### config.mk
export PLATFORM = sky130hd
export DESIGN_NAME = ghost_reg_arbiter
export DESIGN_NICKNAME = d
export VERILOG_FILES = /design/src/rtl/ghost_reg_arbiter.sv
export SDC_FILE = /design/constraint.sdc
export NUM_CORES = 1
export LEC_CHECK = 0
export BUFFER_PORTS_ARGS = -buffer_cell sky130_fd_sc_hd__buf_4
export CAP_MARGIN = 20
export CORE_MARGIN = 5
export CORE_UTILIZATION = 30
export CTS_BUF_LIST = sky130_fd_sc_hd__clkbuf_8 sky130_fd_sc_hd__clkbuf_16
export DETAILED_ROUTE_END_ITERATION = 16
export GPL_ROUTABILITY_DRIVEN = 0
export GPL_TIMING_DRIVEN = 0
export HOLD_SLACK_MARGIN = 0.03
export PLACE_DENSITY = 0.57
export SLEW_MARGIN = 40
export SYNTH_ARGS = -nofsm -noshare
export SYNTH_HDL_FRONTEND = slang
export SYNTH_SLANG_ARGS = --single-unit
export TNS_END_PERCENT = 10
### constraint.sdc
create_clock -name CLK -period 5.4 [get_ports CLK]
set_clock_uncertainty 0.2 [all_clocks]
set_input_delay 0.54 -clock CLK [delete_from_list [all_inputs] [get_ports CLK]]
set_output_delay 0.54 -clock CLK [all_outputs]
set_load 0.01 [all_outputs]
### src/rtl/ghost_reg_arbiter.sv
// Two-master round-robin arbiter in front of the ghost sprite register file slave port.
// Latency: write completes 1 cycle after the request is seen in IDLE, read 1+READ_LATENCY cycles after.
// Backpressure: the loser's WAITREQUEST stays high until it is served; every transaction ends with at least one IDLE cycle.
module ghost_reg_arbiter #(
    parameter int READ_LATENCY = 1
) (
    input  logic        CLK,
    input  logic        RESET,
    input  logic        M0_READ,
    input  logic        M0_WRITE,
    input  logic [5:0]  M0_ADDR,
    input  logic [3:0]  M0_BYTE_EN,
    input  logic [31:0] M0_WRITEDATA,
    output logic [31:0] M0_READDATA,
    output logic        M0_WAITREQUEST,
    input  logic        M1_READ,
    input  logic        M1_WRITE,
    input  logic [5:0]  M1_ADDR,
    input  logic [3:0]  M1_BYTE_EN,
    input  logic [31:0] M1_WRITEDATA,
    output logic [31:0] M1_READDATA,
    output logic        M1_WAITREQUEST,
    output logic        AVL_CS,
    output logic        AVL_READ,
    output logic        AVL_WRITE,
    output logic [5:0]  AVL_ADDR,
    output logic [3:0]  AVL_BYTE_EN,
    output logic [31:0] AVL_WRITEDATA,
    input  logic [31:0] AVL_READDATA,
    output logic [1:0]  GRANT,
    output logic        BUSY
);

    typedef enum logic [1:0] {
        S_IDLE   = 2'd0,
        S_ISSUE  = 2'd1,
        S_RDWAIT = 2'd2
    } state_t;

    // RDWAIT occupies READ_LATENCY-1 further cycles after ISSUE before completing.
    localparam logic [1:0] CNT_INIT = (READ_LATENCY > 0) ? 2'(READ_LATENCY - 1) : 2'd0;

    state_t      state_q;
    logic        win_q;      // owner of the current transaction (0 = M0, 1 = M1)
    logic        last_q;     // master granted most recently, loses the next tie
    logic        wr_q;
    logic [5:0]  addr_q;
    logic [3:0]  be_q;
    logic [31:0] wdata_q;
    logic [1:0]  cnt_q;
    logic [31:0] cap_q;      // slave read data sampled on every edge
    logic [31:0] rd0_q;
    logic [31:0] rd1_q;

    logic        req0;
    logic        req1;
    logic        win_d;
    logic        done;
    logic        busy;
    logic [31:0] rdata_done;

    // Arbitration and completion decode from the registered state.
    always_comb begin
        req0  = M0_READ | M0_WRITE;
        req1  = M1_READ | M1_WRITE;
        // Sole requester wins; on a tie the master not granted last wins.
        win_d = req0 ? (req1 ? ~last_q : 1'b0) : 1'b1;
        busy  = (state_q != S_IDLE);
        done  = ((state_q == S_ISSUE) && (wr_q || (READ_LATENCY == 0))) ||
                ((state_q == S_RDWAIT) && (cnt_q == 2'd0));
        // Zero-latency reads have no earlier edge to sample on, so data passes straight through.
        rdata_done = (READ_LATENCY == 0) ? AVL_READDATA : cap_q;
    end

    // Transaction FSM: latch the winner's command in IDLE, strobe once, wait out the read latency.
    always_ff @(posedge CLK or negedge RESET) begin
        if (!RESET) begin
            state_q <= S_IDLE;
            win_q   <= 1'b0;
            last_q  <= 1'b1;
            wr_q    <= 1'b0;
            addr_q  <= '0;
            be_q    <= '0;
            wdata_q <= '0;
            cnt_q   <= '0;
            cap_q   <= '0;
            rd0_q   <= '0;
            rd1_q   <= '0;
        end else begin
            cap_q <= AVL_READDATA;
            case (state_q)
                S_IDLE: begin
                    if (req0 || req1) begin
                        win_q   <= win_d;
                        last_q  <= win_d;
                        // READ and WRITE together is treated as a write.
                        wr_q    <= win_d ? M1_WRITE     : M0_WRITE;
                        addr_q  <= win_d ? M1_ADDR      : M0_ADDR;
                        be_q    <= win_d ? M1_BYTE_EN   : M0_BYTE_EN;
                        wdata_q <= win_d ? M1_WRITEDATA : M0_WRITEDATA;
                        state_q <= S_ISSUE;
                    end
                end
                S_ISSUE: begin
                    if (done) begin
                        state_q <= S_IDLE;
                    end else begin
                        cnt_q   <= CNT_INIT;
                        state_q <= S_RDWAIT;
                    end
                end
                S_RDWAIT: begin
                    if (cnt_q == 2'd0) begin
                        state_q <= S_IDLE;
                    end else begin
                        cnt_q <= cnt_q - 2'd1;
                    end
                end
                default: state_q <= S_IDLE;
            endcase
            // Read data is held per master until that master's next read completes.
            if (done && !wr_q) begin
                if (win_q) begin
                    rd1_q <= rdata_done;
                end else begin
                    rd0_q <= rdata_done;
                end
            end
        end
    end

    // Outputs decoded from registered state; all zero/idle whenever the FSM is in IDLE.
    always_comb begin
        BUSY           = busy;
        AVL_CS         = busy;
        AVL_READ       = busy && !wr_q;
        AVL_WRITE      = (state_q == S_ISSUE) && wr_q;
        AVL_ADDR       = busy ? addr_q : 6'd0;
        AVL_BYTE_EN    = busy ? be_q : 4'd0;
        AVL_WRITEDATA  = AVL_WRITE ? wdata_q : 32'd0;
        GRANT          = busy ? (win_q ? 2'b10 : 2'b01) : 2'b00;
        M0_WAITREQUEST = !(done && !win_q);
        M1_WAITREQUEST = !(done && win_q);
        M0_READDATA    = (done && !wr_q && !win_q) ? rdata_done : rd0_q;
        M1_READDATA    = (done && !wr_q && win_q)  ? rdata_done : rd1_q;
    end

endmodule

# Yosys cells after proc, flatten, opt, wreduce, memory -nomap -nowiden
# Index checks and enable logic that the tools add are counted.
[op_classes]
n_eq_ne = 6
n_bitwise = 4
muxes = 20
n_reduce_logical = 23
n_addsub = 1
[op_table]
columns = ["op", "n"]
rows = [
  ["$mux 32", 4],
  ["$mux 2", 7],
  ["$mux 6", 2],
  ["$logic_and 1x1->1", 8],
  ["$mux 4", 2],
  ["$reduce_and 2->1", 4],
  ["$ne 2x2->1 const B", 3],
  ["$pmux 2 s3", 1],
  ["$logic_not 1->1", 4],
  ["$logic_not 2->1", 2],
  ["$pmux 2 s2", 1],
  ["$reduce_bool 2->1", 2],
  ["$mux 1", 3],
  ["$reduce_and 3->1", 1],
  ["$eq 2x1->1 const B", 1],
  ["$eq 2x2->1 const B", 1],
  ["$logic_or 1x1->1", 2],
  ["$ne 2x1->1 const B", 1],
  ["$not 1->1", 2],
  ["$or 1x1->1", 2],
  ["$sub 2x1->2 const B", 1],
]
[word_totals]
elab_cells = 65
out_inout_bits = 114
input_bits = 122
regBits = 145

# Depth between registers and ports, before layout
# Gate-level depths: netlist of the first run.
[depth]
ltp_word = 6
mapped_depth = 7
ltp_nobuf = 5

# Least setup slack after synthesis of the first run
# Ideal clock, no wire load.
[synth_path]
path_kind = "register -> output"
start = "register cnt_q[0]"
end = "output port M0_READDATA[10]"
path_buffers = 2
required_ns = 4.660
path_slack_ns = 2.908
t_arrival_ns = 1.752
stages_incl_launch_ff = 8
cell_sequence = "dfrtp_1 -> inv_1 -> ha_1 -> nor4bb_4 -> nor2b_1 -> buf_4 -> buf_6 -> mux2_1"
[synth_via]
elab_chain_len = 6
[synth_lines]
columns = ["item", "line", "text"]
rows = [
  ["start, declared", "50", "logic [1:0] cnt_q;"],
  ["start signal, assigned", "116", "cnt_q <= cnt_q - 2'd1;"],
  ["$logic_not 2->1", "70", "((state_q == S_RDWAIT) && (cnt_q == 2'd0));"],
  ["$logic_and 1x1->1", "70", ""],
  ["$logic_or 1x1->1", "69", "done = ((state_q == S_ISSUE) && (wr_q || (READ_LATENCY == 0))) ||"],
  ["$logic_and 1x1->1 (2 in a row)", "144", "M0_READDATA = (done && !wr_q && !win_q) ? rdata_done : rd0_q;"],
  ["$mux 32", "144", ""],
  ["end, declared", "14", "output logic [31:0] M0_READDATA,"],
]
# No other way between the ends.

# Worst setup path after layout of the first run
[layout_path]
start = "register cnt_q[0]"
end = "output port M0_READDATA[20]"
# Same word-level chain as after synthesis.

==> impl_metrics.json, run 1 <==
{
  "num_vias": 5273,
  "avgViaCountPerCell": 4.919,
  "leakage_nw": 4.359,
  "dieArea_mm2": 0.02457,
  "crit_path_top_delay_cell": "dfrtp_1",
  "final_area_mm2": 0.009549,
  "slew_violations": 0,
  "antenna_found_initial": 0,
  "grt_max_degree": 73,
  "grt_pass1_vias": 5916,
  "die_h_um": 156.7,
  "worstPathCellList": "inv_1 > ha_1 > nor4bb_4 > nor2b_1 > buf_4 > buf_6 > mux2_1 > buf_4",
  "critPathLaunchType": "flip-flop",
  "htree_levels": 4,
  "end_kind": "primary output",
  "wl_met2_um": 9756,
  "cts_sinks": 145,
  "synth_largest_area_cell": "dfrtp_1",
  "powerDensity_mw_per_mm2": 557.0,
  "dp_hpwl_um": 14750,
  "syn_inst": 497,
  "rows": 53,
  "irDropWorstVdd_v": 0.0003204,
  "drt_wl_total_um": 19980,
  "drtIter0Drc": 138,
  "synth_area_leaders": "dfrtp_1 (56%), mux2_2 (12%), a2bb2oi_1 (5.7%)",
  "max-cap-violations": 0,
  "drt_pass1_iterations": 4,
  "cts_buffers": 17,
  "start_util_pct": 30.63,
  "ys_types": 35,
  "syn_area_per_cell_um2": 13.00,
  "hold_class": "in2reg",
  "clock.fmax_mhz": 309.4,
  "yosys_warnings": 0,
  "dieWidth_um": 156.7,
  "max_stage_delay_ns": 0.40,
  "run_status": "completed",
  "cts_buffer_depth": 2,
  "ant_nets": 0,
  "worst_hold_slack_ns": 0.1896,
  "hold_violations": 0,
  "setup_viol": 0,
  "grt_overflow": 0,
  "cp_data_required_time_ns": 4.66,
  "wl_met1_um": 8229,
  "area_growth_pct": 47.82,
  "syn_nets": 620,
  "path_common_cell": "buf_4",
  "power_mw": 5.319,
  "clk_latency_ns": 0.41,
  "final_util_pct": 45.28,
  "met3_length_um": 1769,
  "grt_pass1_wl_um": 32000,
  "cts_tree": "yes",
  "tightestPinTransition_ns": 0.5822,
  "regArea_mm2": 0.003630,
  "drive_above_1_share_pct": 45.80,
  "drc_errors": 0,
  "port_buffers": 235,
  "antenna_cells": 0,
  "seq_area_frac_synth_pct": 56.19,
  "post_cts_buffers": 0,
  "synth_area_mm2": 0.006460,
  "cp_max_fo": 10,
  "synth_top_area_share_pct": 55.78,
  "core_area_mm2": 0.02109,
  "crit_type": "reg2out",
  "period_minus_slack_ns": 3.232,
  "nets": 909,
  "final_common_cell": "buf_4",
  "wl_per_cell_um": 18.64,
  "ys_ff_latch": 145,
  "multiInputGateArea_mm2": 0.002556,
  "rsz0062_at_grt": "false",
  "grt_use_total_pct": 16.41,
  "place_area_mm2": 0.008631,
  "io_pins": 236,
  "slew_headroom_pct": 60.89,
  "most-common-layout-cells": "buf_4 (236), dfrtp_1 (144), mux2_2 (71), and2_1 (43), o21ai_0 (43)",
  "setup_tns_ns": 0,
  "cts_root_buffer": "clkbuf_16",
  "top_layer": "met4",
  "clk_pin_slew_ns": 0.06,
  "fin_crit_sh_pct": 59.86,
  "arrival_ns": 2.49,
  "fillers": 1939
}
==> layout make-up <==
type | instances | area share (%)
flip-flops and latches | 145 | 38.01
multi-input cells | 301 | 26.77
repair buffers | 270 | 22.59
clock buffers | 17 | 4.455
well taps | 275 | 3.603
plain buffers | 47 | 2.712
clock inverters | 13 | 1.703
inverters | 4 | 0.1572
==> kinds of logic (layout without fill, tap and decap cells) <==
logic type | after synthesis | after routing | synth area share [%]
compound gates | 136 | 136 | 15.79
fa+ha+maj | 1 | 1 | 0.1937
simple gates | 67 | 67 | 6.702
buf+inv | 51 | 351 | 4.242
mux | 97 | 97 | 16.89
flops | 145 | 145 | 56.19
==> critical path: cells and delay by family (launching register included) <==
kind,cells,cell delay [ns]
adders and majority gates,1,0.21
buffers and inverters,4,0.60
DFF,1,0.40
muxes,1,0.38
and+or+nand+nor,2,0.49
==> flip-flops by register name, indices dropped and copies added (netlist names) <==
register,cells
wdata_q,32
cnt_q,2
rd1_q,32
win_q,1
addr_q,6
be_q,4
wr_q,1
rd0_q,32
state_q,2
cap_q,32
last_q,1
==> synthesized netlist by cell type, drive strengths merged <==
library cell	n
o21bai	1
a2bb2oi	42
dfrtp	144
dfstp	1
clkbuf	31
nor4bb	1
nand2b	2
nor3b	1
mux2	96
o21a	2
o21ba	1
a311oi	42
nor2	7
and3b	1
nand3	1
nor4	1
mux2i	1
nor2b	1
inv	4
a21oi	2
o41ai	1
and2	43
o21ai	43
a31o	2
buf	16
nor4b	1
nand2	6
ha	1
or2	2
==> stage by stage <==
stage                     worst slack [ns]  std cells
final                                2.168       1072
after global routing                 1.975       1072
after CTS                            2.099       1072
after detailed placement             2.541       1009
after global placement               2.582       1007
after floorplan                      2.908        497
==> power breakdown <==
part	internal [mW]	switching [mW]	leakage, nW
clock	0.724	0.479	0.287
sequential	1.51	0.205	1.72
combinational	1.28	1.11	2.35
total	3.52	1.80	4.36
==> metal layers <==
metal / vias up / global-route usage (%)
li1: 2416 / -
met1: 2638 / 19.88
met2: 203 / 27.29
met3: 16 / 6.554
met4: 0 / 4.339
met5: - / 0
==> final timing paths <==
path | to | slack [ns] | startpoint | cells after the start
max | M0_READDATA[20] | 2.17 | cnt_q[0]$_DFFE_PN0P_ | 8
min | wdata_q[18]$_DFFE_PN0P_ | 0.19 | M1_WRITEDATA[18] | 3
max reg2reg | addr_q[5]$_DFFE_PN0P_ | 3.13 | state_q[1]$_DFFE_PN0P_ | 7
min reg2reg | rd0_q[24]$_DFFE_PN0P_ | 0.28 | rd0_q[24]$_DFFE_PN0P_ | 1
max in group asynchronous | last_q$_DFFE_PN1P_ | 4.01 | RESET | 3
min in group asynchronous | cap_q[12]$_DFF_PN0_ | 0.35 | RESET | 2
==> what timing repair did <==
item | in CTS | in global routing
gates resized for setup | 0 | 0
hold buffers | 33 | 0
endpoints found under the hold margin | 69 | 0
setup endpoints to repair | 0 | 0
Power figures use the tool's default switching activity.
==> run 2: changes to the inputs <==
--- a/config.mk
+++ b/config.mk
@@ -14,7 +14,7 @@
 export GPL_ROUTABILITY_DRIVEN = 0
 export GPL_TIMING_DRIVEN = 0
 export HOLD_SLACK_MARGIN = 0.03
-export PLACE_DENSITY = 0.57
+export PLACE_DENSITY = 0.59
 export SLEW_MARGIN = 40
 export SYNTH_ARGS = -nofsm -noshare
 export SYNTH_HDL_FRONTEND = slang
==> constraint.sdc (replaced) <==
create_clock -name CLK -period 2.8 [get_ports CLK]
set_clock_uncertainty 0.2 [all_clocks]
set_input_delay 0.28 -clock CLK [delete_from_list [all_inputs] [get_ports CLK]]
set_output_delay 0.28 -clock CLK [all_outputs]
set_load 0.01 [all_outputs]
==> impl_metrics.json, run 2 (synthesized netlist as in run 1, its figures left out) <==
{
  "num_vias": 5578,
  "drt_wl_total_um": 20910,
  "leakage_nw": 4.851,
  "start_util_pct": 30.63,
  "hold_class": "in2reg",
  "run_status": "completed",
  "crit_type": "reg2out",
  "cts_buffer_depth": 2,
  "tightestPinTransition_ns": 0.5753,
  "end_kind": "primary output",
  "grt_overflow": 0,
  "critPathLaunchType": "flip-flop",
  "slew_headroom_pct": 61.36,
  "final_common_cell": "buf_4",
  "powerDensity_mw_per_mm2": 1051,
  "multiInputGateArea_mm2": 0.002670,
  "irDropWorstVdd_v": 0.0005490,
  "drc_errors": 0,
  "cts_tree": "yes",
  "antenna_cells": 0,
  "die_h_um": 156.7,
  "io_pins": 236,
  "rsz0062_at_grt": "true",
  "final_util_pct": 50.95,
  "cts_buffers": 17,
  "core_area_mm2": 0.02109,
  "grt_max_degree": 59,
  "rows": 53,
  "antenna_found_initial": 0,
  "cp_data_required_time_ns": 2.32,
  "final_area_mm2": 0.01074,
  "cts_root_buffer": "clkbuf_16",
  "max-cap-violations": 0,
  "dp_hpwl_um": 14260,
  "cp_max_fo": 10,
  "drive_above_1_share_pct": 45.23,
  "ant_nets": 0,
  "most-common-layout-cells": "buf_4 (223), dfrtp_1 (144), dlygate4sd3_1 (116), mux2_2 (66)",
  "setup_viol": 0,
  "cts_sinks": 145,
  "dieArea_mm2": 0.02457,
  "drtIter0Drc": 223,
  "fin_crit_sh_pct": 99.36,
  "htree_levels": 4,
  "clk_pin_slew_ns": 0.07,
  "area_growth_pct": 66.32,
  "regArea_mm2": 0.003630,
  "period_minus_slack_ns": 2.782,
  "arrival_ns": 2.30,
  "wl_per_cell_um": 17.93,
  "clk_latency_ns": 0.43,
  "layout.cells.non_filler": 1166,
  "port_buffers": 235,
  "slew_violations": 0,
  "drt_pass1_iterations": 4,
  "avgViaCountPerCell": 4.784,
  "fillers": 1869,
  "nets": 1001,
  "grt_pass1_wl_um": 32710,
  "grt_pass1_vias": 6119,
  "grt_use_total_pct": 16.86,
  "power_mw": 11.29,
  "dp_cells": 1009,
  "place_area_mm2": 0.008631,
  "dieWidth_um": 156.7,
  "clock.fmax_mhz": 359.4,
  "hold_violations": 0
}
==> run 2: critical path, cell delays in order, from the launching register on <==
cell	delay, ns
dfrtp_1	0.49
nor4bb_4	0.35
nor2b_4	0.21
buf_12	0.16
buf_12	0.15
mux2_1	0.35
buf_4	0.15
==> run 2: metrics by stage <==
step | hold slack [ns] | TNS (ns) | setup slack (ns)
after CTS | 0.03578 | -0.2304 | -0.02947
after detailed placement | -0.02154 | 0 | 0.2104
after global placement | 0.1901 | 0 | 0.2299
after floorplan | -0.2156 | 0 | 0.5676
after global routing | 0.04915 | -1.052 | -0.09190
final | 0.03725 | 0 | 0.01794
==> run 2: worst paths after layout <==
kind	to	depth (start not counted)	from	slack [ns]
worst max-delay path	M0_READDATA[16]	6	state_q[0]$_DFFE_PN0P_	0.02
worst min-delay path	be_q[3]$_DFFE_PN0P_	3	M0_BYTE_EN[3]	0.04
worst max register to register	wdata_q[30]$_DFFE_PN0P_	8	state_q[1]$_DFFE_PN0P_	0.12
worst min register to register	rd0_q[13]$_DFFE_PN0P_	1	rd0_q[13]$_DFFE_PN0P_	0.28
max in group asynchronous	wdata_q[23]$_DFFE_PN0P_	4	RESET	1.38
min in group asynchronous	rd0_q[13]$_DFFE_PN0P_	2	RESET	0.13
==> run 2: what timing repair did <==
item / 4_1_cts / 5_1_grt
resized for setup: 34 / 43
endpoints found under the setup margin: 85 / 70
gates cloned: 1 / 1
hold endpoints to repair: 161 / 0
setup buffers: 1 / 6
pin swaps: 2 / 0
hold buffers: 116 / 0
==> run 2: metal layers <==
layer	wire length (um)	track usage [%]	part of all wire [%]
met1	8587	20.30	41
met2	9940	27.68	48
met3	2026	6.831	9.7
met4	353	5.331	1.7
met5	0	0	0
==> run 2: report_power, final <==
group          total, mW  switching (mW)  internal [mW]
Sequential          3.33           0.405           2.92
Clock               2.33           0.914           1.41
Combinational       5.64            2.35           3.29
Total               11.3            3.67           7.63
==> run 2: final cells by class <==
class                      count  share of cell area, %
inverter                       4                 0.1397
multi-input combinational    301                  24.85
clock buffer                  21                  4.472
tap                          275                  3.203
buffer                        47                  2.911
clock inverter                11                  1.188
sequential                   145                  33.78
timing repair buffer         362                  29.45
==> run 3: changes to the inputs <==
--- a/config.mk
+++ b/config.mk
@@ -5,16 +5,15 @@
 export SDC_FILE = /design/constraint.sdc
 export NUM_CORES = 1
 export LEC_CHECK = 0
-export BUFFER_PORTS_ARGS = -buffer_cell sky130_fd_sc_hd__buf_4
 export CAP_MARGIN = 20
 export CORE_MARGIN = 5
 export CORE_UTILIZATION = 30
 export CTS_BUF_LIST = sky130_fd_sc_hd__clkbuf_8 sky130_fd_sc_hd__clkbuf_16
 export DETAILED_ROUTE_END_ITERATION = 16
+export DONT_BUFFER_PORTS = 1
 export GPL_ROUTABILITY_DRIVEN = 0
 export GPL_TIMING_DRIVEN = 0
 export HOLD_SLACK_MARGIN = 0.03
-export PLACE_DENSITY = 0.59
 export SLEW_MARGIN = 40
 export SYNTH_ARGS = -nofsm -noshare
 export SYNTH_HDL_FRONTEND = slang
==> impl_metrics.json, run 3 (synthesized netlist as in run 1, its figures left out) <==
{
  "run_status": "finished with violations",
  "violations": "hold timing",
  "regArea_mm2": 0.003630,
  "setup_tns_ns": 0,
  "multiInputGateArea_mm2": 0.002629,
  "wl_per_cell_um": 21.18,
  "critical_path_buf_inv_count": 5,
  "rows": 53,
  "worst_hold_slack_ns": -0.6385,
  "die_h_um": 156.7,
  "grt_max_degree": 146,
  "slew_violations": 0,
  "grt_pass1_wl_um": 30520,
  "fillers": 1930,
  "dp_cells": 772,
  "drc_errors": 0,
  "crit_type": "reg2reg",
  "cp_data_required_time_ns": 2.88,
  "irDropWorstVdd_v": 0.0005928,
  "worstPathCellList": "clkbuf_2 > nor2_2 > inv_1 > buf_2 > clkbuf_1 > a311oi_1 > a2bb2oi_1 > dlygate4sd3_1",
  "grt_overflow": 0,
  "dieArea_mm2": 0.02457,
  "slew_headroom_pct": 59.53,
  "crit_path_top_delay_cell": "dlygate4sd3_1",
  "drive_above_1_share_pct": 25.15,
  "num_vias": 4878,
  "cts_root_buffer": "clkbuf_16",
  "cp_max_fo": 10,
  "port_buffers": 0,
  "grt_use_total_pct": 15.88,
  "drt_pass1_iterations": 4,
  "dp_hpwl_um": 13200,
  "setup_viol": 0,
  "htree_levels": 4,
  "nets": 759,
  "ant_nets": 0,
  "drtIter0Drc": 243,
  "max_stage_delay_ns": 0.59,
  "path_delay_family": "buffers and inverters",
  "area_growth_pct": 35.23,
  "arrival_ns": 2.77,
  "tightestPinTransition_ns": 0.6057,
  "grt_pass1_vias": 5367,
  "cts_sinks": 145,
  "hold_class": "in2async",
  "fin_crit_sh_pct": 95.88,
  "most-common-layout-cells": "dfrtp_1 (144), dlygate4sd3_1 (119), mux2_2 (83), and2_1 (43), o21ai_0 (43)",
  "leakage_nw": 3.568,
  "powerDensity_mw_per_mm2": 1136,
  "period_minus_slack_ns": 2.685,
  "final_common_cell": "dfrtp_1",
  "power_mw": 9.927,
  "start_util_pct": 30.63,
  "cts_tree": "yes",
  "cts_buffer_depth": 2,
  "cts_buffers": 17,
  "critPathLaunchType": "flip-flop",
  "max-cap-violations": 0,
  "rsz0062_at_grt": "true",
  "hold_violations": 145,
  "clk_pin_slew_ns": 0.06,
  "dieWidth_um": 156.7,
  "avgViaCountPerCell": 5.279,
  "antenna_found_initial": 1,
  "core_area_mm2": 0.02109,
  "clock.fmax_mhz": 372.5,
  "drt_wl_total_um": 19570,
  "io_pins": 236,
  "clk_latency_ns": 0.41,
  "cts-hold-fix-buffers": 119,
  "layout.cells.non_filler": 924,
  "end_kind": "flip-flop"
}
-- run 3: path summary, 6_finish.rpt --
check | from | endpoint | slack (ns) | cells past startpoint
max in group asynchronous | RESET | last_q$_DFFE_PN1P_ | 2.83 | 0
min | RESET | cap_q[30]$_DFF_PN0_ | -0.64 | 0
min in group CLK | AVL_READDATA[9] | cap_q[9]$_DFF_PN0_ | 0.22 | 1
min reg2reg | rd0_q[31]$_DFFE_PN0P_ | rd0_q[31]$_DFFE_PN0P_ | 0.30 | 1
max reg2reg | state_q[1]$_DFFE_PN0P_ | wdata_q[8]$_DFFE_PN0P_ | 0.12 | 8
max | state_q[1]$_DFFE_PN0P_ | wdata_q[8]$_DFFE_PN0P_ | 0.12 | 8
-- run 3: cell type report --
type                            instances  share of cell area (%)
Antenna cell                            1                 0.02865
Buffer                                 47                   3.394
Clock buffer                           20                   5.342
Clock inverter                         11                   1.762
Inverter                                4                  0.1719
Multi-Input combinational cell        301                   30.09
Sequential cell                       145                   41.55
Tap cell                              275                   3.939
Timing Repair Buffer                  120                   13.72
-- run 3: power breakdown --
group | internal (mW) | switching [mW] | leakage [nW]
combinational | 2.15 | 2.05 | 1.55
sequential | 2.92 | 0.433 | 1.72
clock | 1.48 | 0.893 | 0.299
total | 6.55 | 3.38 | 3.57
-- run 3: metrics by stage --
step / setup WS (ns) / hold slack [ns] / utilization (%) / instance area (um^2)
finish: 0.1155 / -0.6385 / 41.43 / 8736
global route: -0.009869 / -0.6726 / 41.43 / 8736
CTS: 0.01375 / -0.6640 / 41.01 / 8647
detailed placement: 0.3079 / -0.2113 / 32.27 / 6804
global placement: 0.3361 / -0.2115 / 32.27 / 6804
floorplan: 0.5676 / -0.2156 / - / 6460
-- run 3: timing repair --
item                                   in CTS  in global routing
buffers inserted                            0                  1
pin swaps                                   1                  1
resized for setup                          32                 21
setup endpoints to repair                  85                 45
endpoints found under the hold margin     220                145
-- run 3: routing by layer --
| layer | part of all wire, % | vias to the layer above | track usage (%) |
|---|---|---|---|
| met4 | 2.6 | 0 | 6.157 |
| met1 | 38 | 2450 | 17.92 |
| met3 | 9.9 | 39 | 6.333 |
| met5 | 0 | - | 0 |
| met2 | 50 | 265 | 27.00 |
| li1 | - | 2124 | - |
